### src/rtl/branch_resolve_ctrl.sv
// branch_resolve_ctrl: multi-cycle RV32I branch resolver time-sharing one adder for compare then next-PC.
// Optional retire statistics behind BRANCH_STATS_EN (counters tied to 0 when undefined).
module branch_resolve_ctrl #(
  parameter int XLEN  = 32,
  parameter int CNT_W = 16
) (
  input  logic             clk,
  input  logic             rst,
  input  logic             flush,
  input  logic             in_valid,
  output logic             in_ready,
  input  logic [XLEN-1:0]  instr,
  input  logic [XLEN-1:0]  pc,
  input  logic [XLEN-1:0]  rs1_data,
  input  logic [XLEN-1:0]  rs2_data,
  output logic             out_valid,
  input  logic             out_ready,
  output logic             taken,
  output logic [XLEN-1:0]  next_pc,
  output logic             misalign,
  output logic [CNT_W-1:0] stat_total,
  output logic [CNT_W-1:0] stat_taken
);
  localparam logic [1:0] IDLE = 2'd0, CMP = 2'd1, TGT = 2'd2, DONE = 2'd3;
  logic [1:0] state_q, state_d;
  logic [XLEN-1:0] instr_q, instr_d, pc_q, pc_d, rs1_q, rs1_d, rs2_q, rs2_d, next_pc_q, next_pc_d;
  logic taken_q, taken_d, misalign_q, misalign_d;
  logic accept, handshake, is_sb, eq, lt, ltu, cond, add_ci, unused_instr;
  logic [2:0] f3;
  logic [XLEN-1:0] imm_b, add_a, add_b, add_s;

  assign in_ready = (state_q == IDLE || (state_q == DONE && out_ready)) && !flush;
  assign accept = in_valid && in_ready;
  assign out_valid = state_q == DONE;
  assign handshake = out_valid && out_ready && !flush;
  assign taken = taken_q;
  assign next_pc = next_pc_q;
  assign misalign = misalign_q;
  assign f3 = instr_q[14:12];
  assign is_sb = instr_q[6:0] == 7'b1100011;
  assign imm_b = {{(XLEN-12){instr_q[XLEN-1]}}, instr_q[7], instr_q[30:25], instr_q[11:8], 1'b0};
  assign unused_instr = ^instr_q[24:15];
  // shared adder: rs1 + ~rs2 + 1 while comparing, pc + offset while forming the target
  assign add_a = state_q == CMP ? rs1_q : pc_q;
  assign add_b = state_q == CMP ? ~rs2_q : (taken_q ? imm_b : XLEN'(4));
  assign add_ci = state_q == CMP;
  assign add_s = add_a + add_b + XLEN'(add_ci);
  assign eq = add_s == '0;
  assign lt = (rs1_q[XLEN-1] & ~rs2_q[XLEN-1]) | ((rs1_q[XLEN-1] ~^ rs2_q[XLEN-1]) & add_s[XLEN-1]);
  assign ltu = (~rs1_q[XLEN-1] & rs2_q[XLEN-1]) | ((rs1_q[XLEN-1] ~^ rs2_q[XLEN-1]) & add_s[XLEN-1]);
  assign cond = f3[2:1] == 2'b00 ? eq : f3[2:1] == 2'b10 ? lt : ltu;

  always_comb begin
    instr_d = instr_q;
    pc_d = pc_q;
    rs1_d = rs1_q;
    rs2_d = rs2_q;
    if (accept) begin
      instr_d = instr;
      pc_d = pc;
      rs1_d = rs1_data;
      rs2_d = rs2_data;
    end
    taken_d = state_q == CMP ? is_sb && f3[2:1] != 2'b01 && (cond ^ f3[0]) : taken_q;
    next_pc_d = state_q == TGT ? add_s : next_pc_q;
    misalign_d = state_q == TGT ? add_s[1] : misalign_q;
    state_d = flush ? IDLE :
              accept ? CMP :
              state_q == CMP ? TGT :
              state_q == TGT ? DONE :
              (state_q == DONE && out_ready) ? IDLE : state_q;
  end

  always_ff @(posedge clk or posedge rst) begin
    if (rst) begin
      state_q <= IDLE;
      instr_q <= '0;
      pc_q <= '0;
      rs1_q <= '0;
      rs2_q <= '0;
      taken_q <= 1'b0;
      next_pc_q <= '0;
      misalign_q <= 1'b0;
    end else begin
      state_q <= state_d;
      instr_q <= instr_d;
      pc_q <= pc_d;
      rs1_q <= rs1_d;
      rs2_q <= rs2_d;
      taken_q <= taken_d;
      next_pc_q <= next_pc_d;
      misalign_q <= misalign_d;
    end
  end

`ifdef BRANCH_STATS_EN
  logic [CNT_W-1:0] stat_total_q, stat_total_d, stat_taken_q, stat_taken_d;
  // only SB-type retirements count; both counters stick at all-ones
  assign stat_total_d = (handshake && is_sb && stat_total_q != '1) ? stat_total_q + 1'b1 : stat_total_q;
  assign stat_taken_d = (handshake && is_sb && taken_q && stat_taken_q != '1) ? stat_taken_q + 1'b1 : stat_taken_q;
  assign stat_total = stat_total_q;
  assign stat_taken = stat_taken_q;

  always_ff @(posedge clk or posedge rst) begin
    if (rst) begin
      stat_total_q <= '0;
      stat_taken_q <= '0;
    end else begin
      stat_total_q <= stat_total_d;
      stat_taken_q <= stat_taken_d;
    end
  end
`else
  logic unused_handshake;
  assign unused_handshake = handshake;
  assign stat_total = '0;
  assign stat_taken = '0;
`endif
endmodule

### config.mk
export PLATFORM = sky130hd
export DESIGN_NAME = branch_resolve_ctrl
export DESIGN_NICKNAME = d
export VERILOG_FILES = /design/src/rtl/branch_resolve_ctrl.sv
export SDC_FILE = /design/constraint.sdc
export NUM_CORES = 1
export LEC_CHECK = 0
export ABC_AREA = 0
export CAP_MARGIN = 20
export CORE_UTILIZATION = 25
export DETAILED_ROUTE_END_ITERATION = 10
export HOLD_SLACK_MARGIN = 0.12
export PLACE_DENSITY = 0.55
export REMOVE_ABC_BUFFERS = 1
export SLEW_MARGIN = 10
export SYNTH_ARGS = -nofsm -noshare
export SYNTH_HDL_FRONTEND = slang
export SYNTH_SLANG_ARGS = --single-unit
### constraint.sdc
create_clock -name clk -period 10.65 [get_ports clk]
set_input_delay 1.065 -clock clk [delete_from_list [all_inputs] [get_ports clk]]
set_output_delay 1.065 -clock clk [all_outputs]
set_load 0.005 [all_outputs]
==> flow_summary.toml, run 1 <==
[run_status]
outcome = "completed"

[floorplan]
floorplan.io_pins = 201
design.die.area_um2 = 36600
die_h_um = 191
die_w_um = 191
num_rows = 68
initial_util_pct = 25.7
placeableCoreArea_um2 = 34900

[worst_hold_path]
whs_path_depth = 1
hold-path-endpoint = "next_pc[30]$_DFFE_PP0P_"
hold_class = "reg2reg"
timing.hold.worst.start = "next_pc[30]$_DFFE_PP0P_"

[place]
finalWeightedCongestion = 0.819
port-buffer-count = 158
detailedPlacementHpwl_mm = 18.3

[worst_setup_path]
critPathRequiredTime_ns = 11.00
cp-end-kind = "flip-flop"
setup.worst_path.class = "reg2reg"
worstPathCellList = "inv_1 > ha_2 > buf_4 > inv_1 > nor2_1 > ha_1 > a21oi_1 > inv_1 > fa_1 > a211oi_2 > o21ai_2 > xor2_1 > or4_1 > nor4_1 > nand4_1 > or4_4 > or4_1 > o211ai_1"
crit_buf_inv = 4
rr_endpoint = "taken$_DFFE_PP0N_"
crit_path_top_delay_cell = "buf_4"
reg2regPathDepth = 18
setup.reg_to_reg.worst_slack_ns = 4.46
cp.arrival_ns = 6.54
cpPeakStageDelay_ns = 0.60
critical_path.max_fanout = 45
setup_crit_start_kind = "flip-flop"
critical_path.top_delay_family = "simple AND/OR/NAND/NOR gates"
critical_path.reg2reg.startpoint = "state_q[1]$_DFFE_PP0P_"
crit_top_cell = "inv_1"

[power]
fin_total_pwr_w = 0.00230
p_comb_share_pct = 37.2
p_leak_nw = 4.68
cell_pwr_density_nw_per_um2 = 200
netSwitchingPower_w = 0.000767
power.share.clock_pct = 27.6
switching_share_of_total_power_pct = 33.4
int_power_w = 0.00153
share_seq_of_total_power_pct = 35.3
max-vdd-ir-drop_uv = 124

[clock_tree]
cts.path.max_buffers = 2
clkLatencyLatePin_ns = 0.43
htreeDepth = 4
cts_sinks = 153
clkSlewWorstSetupHoldPaths_ns = 0.07
cts-buffers-inserted = 17
tritoncts = "yes"
clock_tree.root_cell = "clkbuf_16"
cts_post_setup_buffers_inserted = 0
resized_gates_after_cts = 0
cts.hold.buffers_added = 0

[routing]
drt-vias-per-instance = 4.71
route.detailed.wl_per_inst_um = 17.2
first_pass_iters = 5
final_antenna_net_count = 0
drt_drc_violations_left = 0
iteration_0_drc_markers = 300
drt_wl_total_mm = 24.7
vias = 6775

[grt]
track_usage_pct = 14.0
grt_pass1_wl_mm = 38.6
globalRouteOverflowTotal = 0
grt_max_degree = 86
grt_antenna_before_repair = 0
grt_pass1_vias = 6779

[synth]
ys_seq_elements = 153
ys_seq_area_share_pct = 42.7
syn-cell-area_um2 = 8960
avgSynthCellArea_um2 = 10.8
yosysWarnings = 0
synth-edff-count = 0
synth-async-reset-ratio_pct = 100
syn-instance-count = 831
synth.distinct_cells = 77
synth_ff_type = "dfrtp_1"

[timing]
final-max-slew-violation-count = 0
period_minus_slack_ns = 6.19
timing.slew.headroom_pct = 30.2
setup-violations-final = 0
tightest_slew_ns = 1.04
period_share_pct = 58.1
finalHoldViolCount = 0
setup_repair_after_global_routing_missed_its_margin = "false"
totalNegativeSetupSlack_ns = 0
final.setup_skew_ns = 0.00936
upper_clock_frequency_limit_mhz = 162

[cells_and_area]
n_antenna_cell = 0
layout-area-overhead-vs-synth_pct = 27.8
final_layout_size_suffix_gt1_share_pct = 22.8
finalNetCount = 1144
fill_cells = 3564

[flow_run]
maxCapViolCount = 0
-- worst register-to-register path: stages (launching register included) --
cell,delay (ns)
dfrtp_1,0.40
inv_1,0.13
ha_2,0.40
buf_4,0.60
inv_1,0.47
nor2_1,0.21
ha_1,0.27
a21oi_1,0.32
inv_1,0.10
fa_1,0.44
a211oi_2,0.35
o21ai_2,0.17
xor2_1,0.18
or4_1,0.44
nor4_1,0.34
nand4_1,0.17
or4_4,0.51
or4_1,0.53
o211ai_1,0.10
-- power groups by stage --
stage / Sequential, W / Clock [W] / Combinational (W)
after floorplan: 0.000806 / 0 / 0.000521
after global placement: 0.000815 / 0 / 0.000855
after detailed placement: 0.000822 / 0 / 0.000859
after CTS: 0.000812 / 0.000657 / 0.000864
after global routing: 0.000831 / 0.000683 / 0.000941
final: 0.000809 / 0.000633 / 0.000853
-- Yosys cell counts, types with 2 or more instances --
| master | n | share of area, % |
|---|---|---|
| buf_1 | 2 | 0.084 |
| nor2_1 | 33 | 1.4 |
| o21ai_0 | 42 | 2.3 |
| a21boi_0 | 2 | 0.17 |
| nor4_1 | 2 | 0.14 |
| mux2_2 | 163 | 20 |
| and4_1 | 2 | 0.20 |
| and3_1 | 5 | 0.35 |
| nor3_1 | 16 | 0.89 |
| ha_1 | 38 | 5.3 |
| o31ai_1 | 3 | 0.25 |
| a21oi_1 | 60 | 3.4 |
| a31oi_1 | 4 | 0.28 |
| o221ai_1 | 2 | 0.20 |
| nand2_1 | 53 | 2.2 |
| buf_2 | 5 | 0.28 |
| nand2b_1 | 3 | 0.21 |
| o21ai_1 | 6 | 0.34 |
| a221o_1 | 2 | 0.22 |
| a221oi_1 | 2 | 0.20 |
| a21o_1 | 7 | 0.59 |
| o211ai_1 | 8 | 0.67 |
| or4_1 | 4 | 0.34 |
| a21o_2 | 2 | 0.20 |
| a2111oi_0 | 2 | 0.20 |
| nand4_1 | 11 | 0.77 |
| dfrtp_1 | 153 | 43 |
| a2bb2oi_1 | 6 | 0.59 |
| nand4b_1 | 2 | 0.20 |
| o2111a_1 | 2 | 0.25 |
| nand3_1 | 14 | 0.78 |
| inv_1 | 21 | 0.88 |
| or3_1 | 7 | 0.49 |
| a211oi_1 | 7 | 0.59 |
| o21a_1 | 8 | 0.67 |
| buf_4 | 33 | 2.8 |
| o31a_1 | 3 | 0.29 |
| xor2_1 | 10 | 0.98 |
| and2_1 | 7 | 0.49 |
| xnor2_1 | 9 | 0.88 |
| a211oi_2 | 2 | 0.28 |
| clkbuf_1 | 30 | 1.3 |
| nor2b_1 | 4 | 0.28 |
-- state kept, by name, summed over array words and instances (netlist names) --
| signal | cells |
|---|---|
| next_pc | 32 |
| rs1_q | 32 |
| state_q | 2 |
| rs2_q | 32 |
| pc_q | 32 |
| taken | 1 |
| instr_q | 22 |
-- stage by stage --
step	instances	area, um2	hold slack [ns]	worst slack [ns]	util (%)
floorplan	790	8650	0.472	4.83	-
finish	1439	11500	0.482	4.46	32.8
detailed placement	1408	10900	0.472	4.36	31.1
global route	1439	11500	0.510	4.06	32.8
CTS	1439	11500	0.487	4.33	32.8
global placement	1408	10900	0.467	4.44	31.1
-- final cells by class --
cell class,instances,area [um2],share of cell area (%)
Tap cell,455,569,4.97
Inverter,21,83.8,0.732
Sequential cell,153,3830,33.4
Clock buffer,20,467,4.08
Timing Repair Buffer,163,1620,14.1
Multi-Input combinational cell,616,4750,41.5
Clock inverter,11,135,1.18
-- cells in the final DEF (no fill, tap or decap), types with 5 or more instances in the layout --
cell,count
nor2_1,33
and2_1,6
dfrtp_1,153
xnor2_1,9
mux2_2,163
o21ai_1,6
a2bb2oi_1,6
a211oi_1,7
or3_1,7
o211ai_1,8
clkbuf_16,17
a21o_1,7
xor2_1,10
nor3_1,16
buf_4,5
a21oi_1,60
clkdlybuf4s50_1,158
nand2_1,53
clkinvlp_4,5
nand4_1,11
inv_1,20
nand3_1,14
and3_1,5
conb_1,32
o21ai_0,42
ha_1,37
o21a_1,8
-- metal layers --
layer / vias to the layer above / global-route usage (%) / part of all wire, %
met5: - / 0 / 0
met4: 0 / 3.33 / 1.0
met3: 19 / 4.63 / 6.5
met2: 151 / 23.5 / 49
met1: 3341 / 17.1 / 44
li1: 3264 / - / -
-- cells by family (layout without fill, tap and decap cells) --
kind of cell / Yosys count / in the layout / share of synthesized area (%)
AOI/OAI and AO/OA: 190 / 190 / 14.0
xor gates and xnor gates: 19 / 19 / 1.86
adders and majority gates: 39 / 39 / 5.53
buffers and inverters: 93 / 215 / 5.61
DFF: 153 / 153 / 42.7
muxes: 163 / 163 / 20.5
other: 1 / 32 / 0.0419
and+or+nand+nor: 173 / 173 / 9.69
-- how the worst max path moves through the flow --
stage	end	cells past startpoint	slack (ns)	startpoint
after floorplan	taken$_DFFE_PP0N_	17	4.83	state_q[1]$_DFFE_PP0P_
after global placement	taken$_DFFE_PP0N_	18	4.44	state_q[1]$_DFFE_PP0P_
after detailed placement	taken$_DFFE_PP0N_	18	4.36	state_q[1]$_DFFE_PP0P_
after CTS	taken$_DFFE_PP0N_	18	4.33	state_q[1]$_DFFE_PP0P_
after global routing	taken$_DFFE_PP0N_	18	4.06	state_q[1]$_DFFE_PP0P_
final	taken$_DFFE_PP0N_	18	4.46	state_q[1]$_DFFE_PP0P_
Note: power is estimated with default switching activity, not from simulation.
==> inputs of run 2 (changes only) <==
PLACE_DENSITY = 0.57   (was 0.55)
clock period = 5.4 ns   (was 10.65 ns; I/O delays follow)
==> run 2 against run 1 <==
- utilization up 0.11 points
- die area unchanged
- total power up 96%
- non-clock buffer count up 4
- cell area up 0.33%
- flip-flop and latch count unchanged
- register-to-register slack worse by 4.1 ns
- sequential power up 98%
- combinational power up 98%
- highest routed layer unchanged
- clock-buffer cell count down 3
- largest power group unchanged
==> flow_summary.toml, run 2 (synthesis results as in run 1) <==
[run_status]
outcome = "completed"

[floorplan]
num_rows = 68
initial_util_pct = 25.7
die_h_um = 191
floorplan.io_pins = 201
placeableCoreArea_um2 = 34900
die_w_um = 191
design.die.area_um2 = 36600

[grt]
track_usage_pct = 13.9
grt_antenna_before_repair = 0
grt_pass1_vias = 6911
grt_max_degree = 87
globalRouteOverflowTotal = 0
grt_pass1_wl_mm = 38.9

[timing]
upper_clock_frequency_limit_mhz = 198
tightest_slew_ns = 0.847
finalHoldViolCount = 0
setup_ws_ns = 0.342
setup-violations-final = 0
timing.slew.headroom_pct = 43.5
setup_repair_after_global_routing_missed_its_margin = "false"
period_minus_slack_ns = 5.06
final.setup_skew_ns = 0.00900
period_share_pct = 93.7
final-max-slew-violation-count = 0
totalNegativeSetupSlack_ns = 0

[flow_run]
maxCapViolCount = 0

[routing]
final_antenna_net_count = 0
drt_wl_total_mm = 24.5
drt_drc_violations_left = 0
route.detailed.wl_per_inst_um = 17.0
iteration_0_drc_markers = 314
vias = 6710
first_pass_iters = 4
drt-vias-per-instance = 4.65

[power]
power.share.clock_pct = 26.9
p_comb_share_pct = 37.6
netSwitchingPower_w = 0.00154
max-vdd-ir-drop_uv = 235
switching_share_of_total_power_pct = 34.4
p_leak_nw = 4.71
int_power_w = 0.00295
cell_pwr_density_nw_per_um2 = 391
share_seq_of_total_power_pct = 35.6

[clock_tree]
cts-buffers-inserted = 17
clkLatencyLatePin_ns = 0.43
cts_sinks = 153
clock_tree.root_cell = "clkbuf_16"
clkSlewWorstSetupHoldPaths_ns = 0.07
tritoncts = "yes"
cts.path.max_buffers = 2
htreeDepth = 4
cts.hold.buffers_added = 0

[worst_setup_path]
reg2regPathDepth = 16
setup.reg_to_reg.worst_slack_ns = 0.34
crit_path_top_delay_cell = "or4_4"
crit_top_cell = "inv_1"
rr_endpoint = "taken$_DFFE_PP0N_"
critical_path.reg2reg.startpoint = "state_q[1]$_DFFE_PP0P_"
cpPeakStageDelay_ns = 0.53
cp-end-kind = "flip-flop"
crit_startpoint = "state_q[1]$_DFFE_PP0P_"
worstPathCellList = "inv_1 > ha_2 > mux2_2 > ha_1 > a21oi_2 > inv_1 > fa_1 > a211oi_2 > o21ai_2 > a211o_1 > a2111oi_4 > o21ba_2 > o221ai_2 > or4_4 > or4_1 > o211ai_1"
cp.arrival_ns = 5.41
critical_path.max_fanout = 5
setup.worst_path.class = "reg2reg"
setup_crit_start_kind = "flip-flop"
crit_end = "taken$_DFFE_PP0N_"
critPathRequiredTime_ns = 5.75

[worst_hold_path]
hold_class = "reg2reg"

[cells_and_area]
layout-area-overhead-vs-synth_pct = 28.2
final_layout_size_suffix_gt1_share_pct = 23.3
finalNetCount = 1148
final_common_cell = "mux2_2"
mostFrequentLayoutCells = "163 x mux2_2, 158 x clkdlybuf4s50_1, 153 x dfrtp_1"
n_antenna_cell = 0

[place]
finalWeightedCongestion = 0.814
port-buffer-count = 158
detailedPlacementHpwl_mm = 18.4
pre_cts_slack_ns = 0.225
run 2: cell types whose count changed in the layout (fill, tap and decap cells not counted), sizes merged:
cell	change
inv	+4
buf	+4
clkinv	+5
bufinv	-1
clkbuf	-3
clkinvlp	-4
run 2: metal layers:
metal	wire [um]	vias up	global-route usage, %
met5	0	-	0
met4	252	0	3.66
met3	1450	14	4.04
met2	11900	152	23.5
met1	10900	3266	17.3
li1	-	3278	-
run 2: power groups by stage:
stage	logic (W)	clock network (W)	registers, W
after CTS	0.00171	0.00126	0.00160
final	0.00169	0.00121	0.00160
after detailed placement	0.00170	0	0.00162
after floorplan	0.00103	0	0.00159
after global placement	0.00169	0	0.00161
after global routing	0.00186	0.00130	0.00164
run 2: what timing repair did:
action,CTS,global route
setup endpoints to repair,0,1
gates resized for setup,0,1
setup buffers,0,0
run 2: area by class of cell:
type / count / area [um2]
clock buffers: 17 / 425
flip-flops and latches: 153 / 3830
clock inverters: 15 / 155
inverters: 21 / 83.8
fillers: 3553 / 23400
multi-input cells: 616 / 4750
repair buffers: 167 / 1670
well taps: 455 / 569
run 2: stage by stage:
stage                     instances  total power [W]  util, %  hold slack [ns]  area, um2
after floorplan                 790          0.00262        -            0.472       8650
after global placement         1412          0.00330     31.3            0.468      10900
after detailed placement       1412          0.00332     31.3            0.473      10900
after CTS                      1444          0.00457     32.9            0.488      11500
after global routing           1444          0.00481     32.9            0.503      11500
final                          1444          0.00449     32.9            0.485      11500
run 2: worst min-delay path by stage:
| stage | start | endpoint | slack [ns] | depth (start not counted) |
|---|---|---|---|---|
| 6_report | next_pc[30]$_DFFE_PP0P_ | next_pc[30]$_DFFE_PP0P_ | 0.49 | 1 |
| 5_1_grt | next_pc[30]$_DFFE_PP0P_ | next_pc[30]$_DFFE_PP0P_ | 0.50 | 1 |
| 4_1_cts | next_pc[24]$_DFFE_PP0P_ | next_pc[24]$_DFFE_PP0P_ | 0.49 | 1 |
| 3_5_place_dp | next_pc[24]$_DFFE_PP0P_ | next_pc[24]$_DFFE_PP0P_ | 0.47 | 1 |
| 3_3_place_gp | next_pc[24]$_DFFE_PP0P_ | next_pc[24]$_DFFE_PP0P_ | 0.47 | 1 |
| 2_1_floorplan | instr_q[4]$_DFFE_PP0P_ | instr_q[4]$_DFFE_PP0P_ | 0.47 | 1 |
run 2: worst max-delay path, delay by kind of cell (launching register included):
family / cells / cell delay [ns]
buf+inv: 2 / 0.22
simple gates: 2 / 1.06
fa+ha+maj: 3 / 1.01
mux: 1 / 0.35
compound gates: 8 / 1.92
flops: 1 / 0.40
==> inputs of run 3 (changes only) <==
clock period = 4.6 ns   (was 5.4 ns; I/O delays follow)
==> run 3 against run 2 <==
- via count rose by 5.7%
- critical path depth is 1 higher
- combinational power rose by 40%
- critical path type unchanged
==> flow_summary.toml, run 3 (synthesis results as in run 1) <==
[run_status]
outcome = "completed"

[cells_and_area]
n_antenna_cell = 0
post-route-util_pct = 35.7
stdcell_area_um2 = 12500
finalNetCount = 1256
area_of_the_multi_input_gates_um2 = 4930
area.sequential_um2 = 3830
mostFrequentLayoutCells = "162 x mux2_2, 158 x clkdlybuf4s50_1, 153 x dfrtp_1"
layout-area-overhead-vs-synth_pct = 39.0
final_layout_size_suffix_gt1_share_pct = 33.2
fill_cells = 3520
final_common_cell = "mux2_2"

[place]
placedInstanceArea_um2 = 11600
port-buffer-count = 158
detailedPlacementHpwl_mm = 19.4
finalWeightedCongestion = 0.860

[floorplan]
die_h_um = 191
placeableCoreArea_um2 = 34900
floorplan.io_pins = 201
design.die.area_um2 = 36600
die_w_um = 191
initial_util_pct = 25.7
num_rows = 68

[grt]
grt_antenna_before_repair = 0
track_usage_pct = 14.4
grt_max_degree = 71
globalRouteOverflowTotal = 0
grt_pass1_wl_mm = 39.8
grt_pass1_vias = 7312

[worst_setup_path]
critical_path.max_fanout = 3
critPathRequiredTime_ns = 4.95
crit_path_top_delay_cell = "or4_1"
crit_startpoint = "state_q[1]$_DFFE_PP0P_"
critical_path.reg2reg.startpoint = "state_q[1]$_DFFE_PP0P_"
setup_crit_start_kind = "flip-flop"
setup.worst_path.class = "reg2reg"
rr_endpoint = "taken$_DFFE_PP0N_"
cpPeakStageDelay_ns = 0.52
reg2regPathDepth = 17
cp-end-kind = "flip-flop"
setup.reg_to_reg.worst_slack_ns = 0.12
cp.arrival_ns = 4.84
worstPathCellList = "inv_2 > ha_4 > mux2_4 > ha_4 > a21oi_4 > inv_2 > fa_2 > a211oi_4 > o21ai_4 > buf_6 > a211oi_4 > xor2_1 > o21ai_1 > or4_1 > or4_4 > or4_1 > o211ai_1"

[routing]
drt-vias-per-instance = 4.58
first_pass_iters = 4
iteration_0_drc_markers = 236
route.detailed.wl_per_inst_um = 16.4
drt_drc_violations_left = 0
final_antenna_net_count = 0
drt_wl_total_mm = 25.4
vias = 7093

[clock_tree]
cts-buffers-inserted = 17
tritoncts = "yes"
clkSlewWorstSetupHoldPaths_ns = 0.07
cts.path.max_buffers = 2
clkLatencyLatePin_ns = 0.44
clock_tree.root_cell = "clkbuf_16"
cts.hold.buffers_added = 0
htreeDepth = 4
cts_sinks = 153

[worst_hold_path]
timing.hold.worst.start = "next_pc[30]$_DFFE_PP0P_"
whs_path_depth = 1
hold_class = "reg2reg"
hold-path-endpoint = "next_pc[30]$_DFFE_PP0P_"

[timing]
period_share_pct = 97.5
setup-violations-final = 0
tightest_slew_ns = 0.892
totalNegativeSetupSlack_ns = 0
period_minus_slack_ns = 4.48
setup_repair_after_global_routing_missed_its_margin = "true"
upper_clock_frequency_limit_mhz = 223
final.setup_skew_ns = 0.0139
timing.slew.headroom_pct = 39.0
final-max-slew-violation-count = 0
finalHoldViolCount = 0

[power]
fin_total_pwr_w = 0.00558
p_leak_nw = 5.23
cell_pwr_density_nw_per_um2 = 448
max-vdd-ir-drop_uv = 284

[flow_run]
maxCapViolCount = 0
## run 3: final cells by class
type                            count  share of cell area (%)
Multi-Input combinational cell    616                    39.6
Sequential cell                   153                    30.8
Timing Repair Buffer              275                    20.1
Tap cell                          455                    4.57
Clock buffer                       19                    3.56
Clock inverter                     11                   0.794
Inverter                           21                   0.673
## run 3: routing by layer
metal	vias to the layer above	track usage, %	routed length (um)
li1	3476	-	-
met2	149	24.4	12500
met3	18	3.67	1220
met5	-	0	0
met1	3450	17.6	11300
met4	0	4.76	414
## run 3: critical path: cells and delay by family, from the launching register on
| family | cells | cell delay [ns] |
|---|---|---|
| adders and majority gates | 3 | 0.77 |
| buffers and inverters | 3 | 0.27 |
| xor gates and xnor gates | 1 | 0.21 |
| DFF | 1 | 0.40 |
| AOI/OAI and AO/OA | 6 | 1.05 |
| muxes | 1 | 0.31 |
| and+or+nand+nor | 3 | 1.36 |
## run 3: worst max-delay path by stage
stage                                    to  slack (ns)  cells past startpoint
final                     taken$_DFFE_PP0N_        0.12                     17
after global placement    taken$_DFFE_PP0N_       -0.15                     16
after CTS                 taken$_DFFE_PP0N_       0.008                     16
after detailed placement  taken$_DFFE_PP0N_       -0.21                     16
after floorplan           taken$_DFFE_PP0N_       -1.22                     17
after global routing      taken$_DFFE_PP0N_       -0.05                     17
## run 3: timing repair
item,in CTS,in global routing
endpoints found under the setup margin,1,1
gates cloned,0,0
buffers inserted,3,8
pin swaps,8,15
gates resized for setup,16,28
## run 3: through the flow
stage / instances / setup WS [ns] / hold WS (ns)
3_3_place_gp: 1509 / -0.149 / 0.468
3_5_place_dp: 1509 / -0.213 / 0.468
4_1_cts: 1542 / 0.00762 / 0.482
5_1_grt: 1550 / -0.0469 / 0.503
6_report: 1550 / 0.117 / 0.476
2_1_floorplan: 790 / -1.22 / 0.472
## run 3: power breakdown
part           switching (W)  internal, W  leakage [nW]
Sequential          0.000189      0.00169          1.84
Combinational        0.00107      0.00129          3.13
Clock               0.000586     0.000751         0.261
Total                0.00185      0.00373          5.23
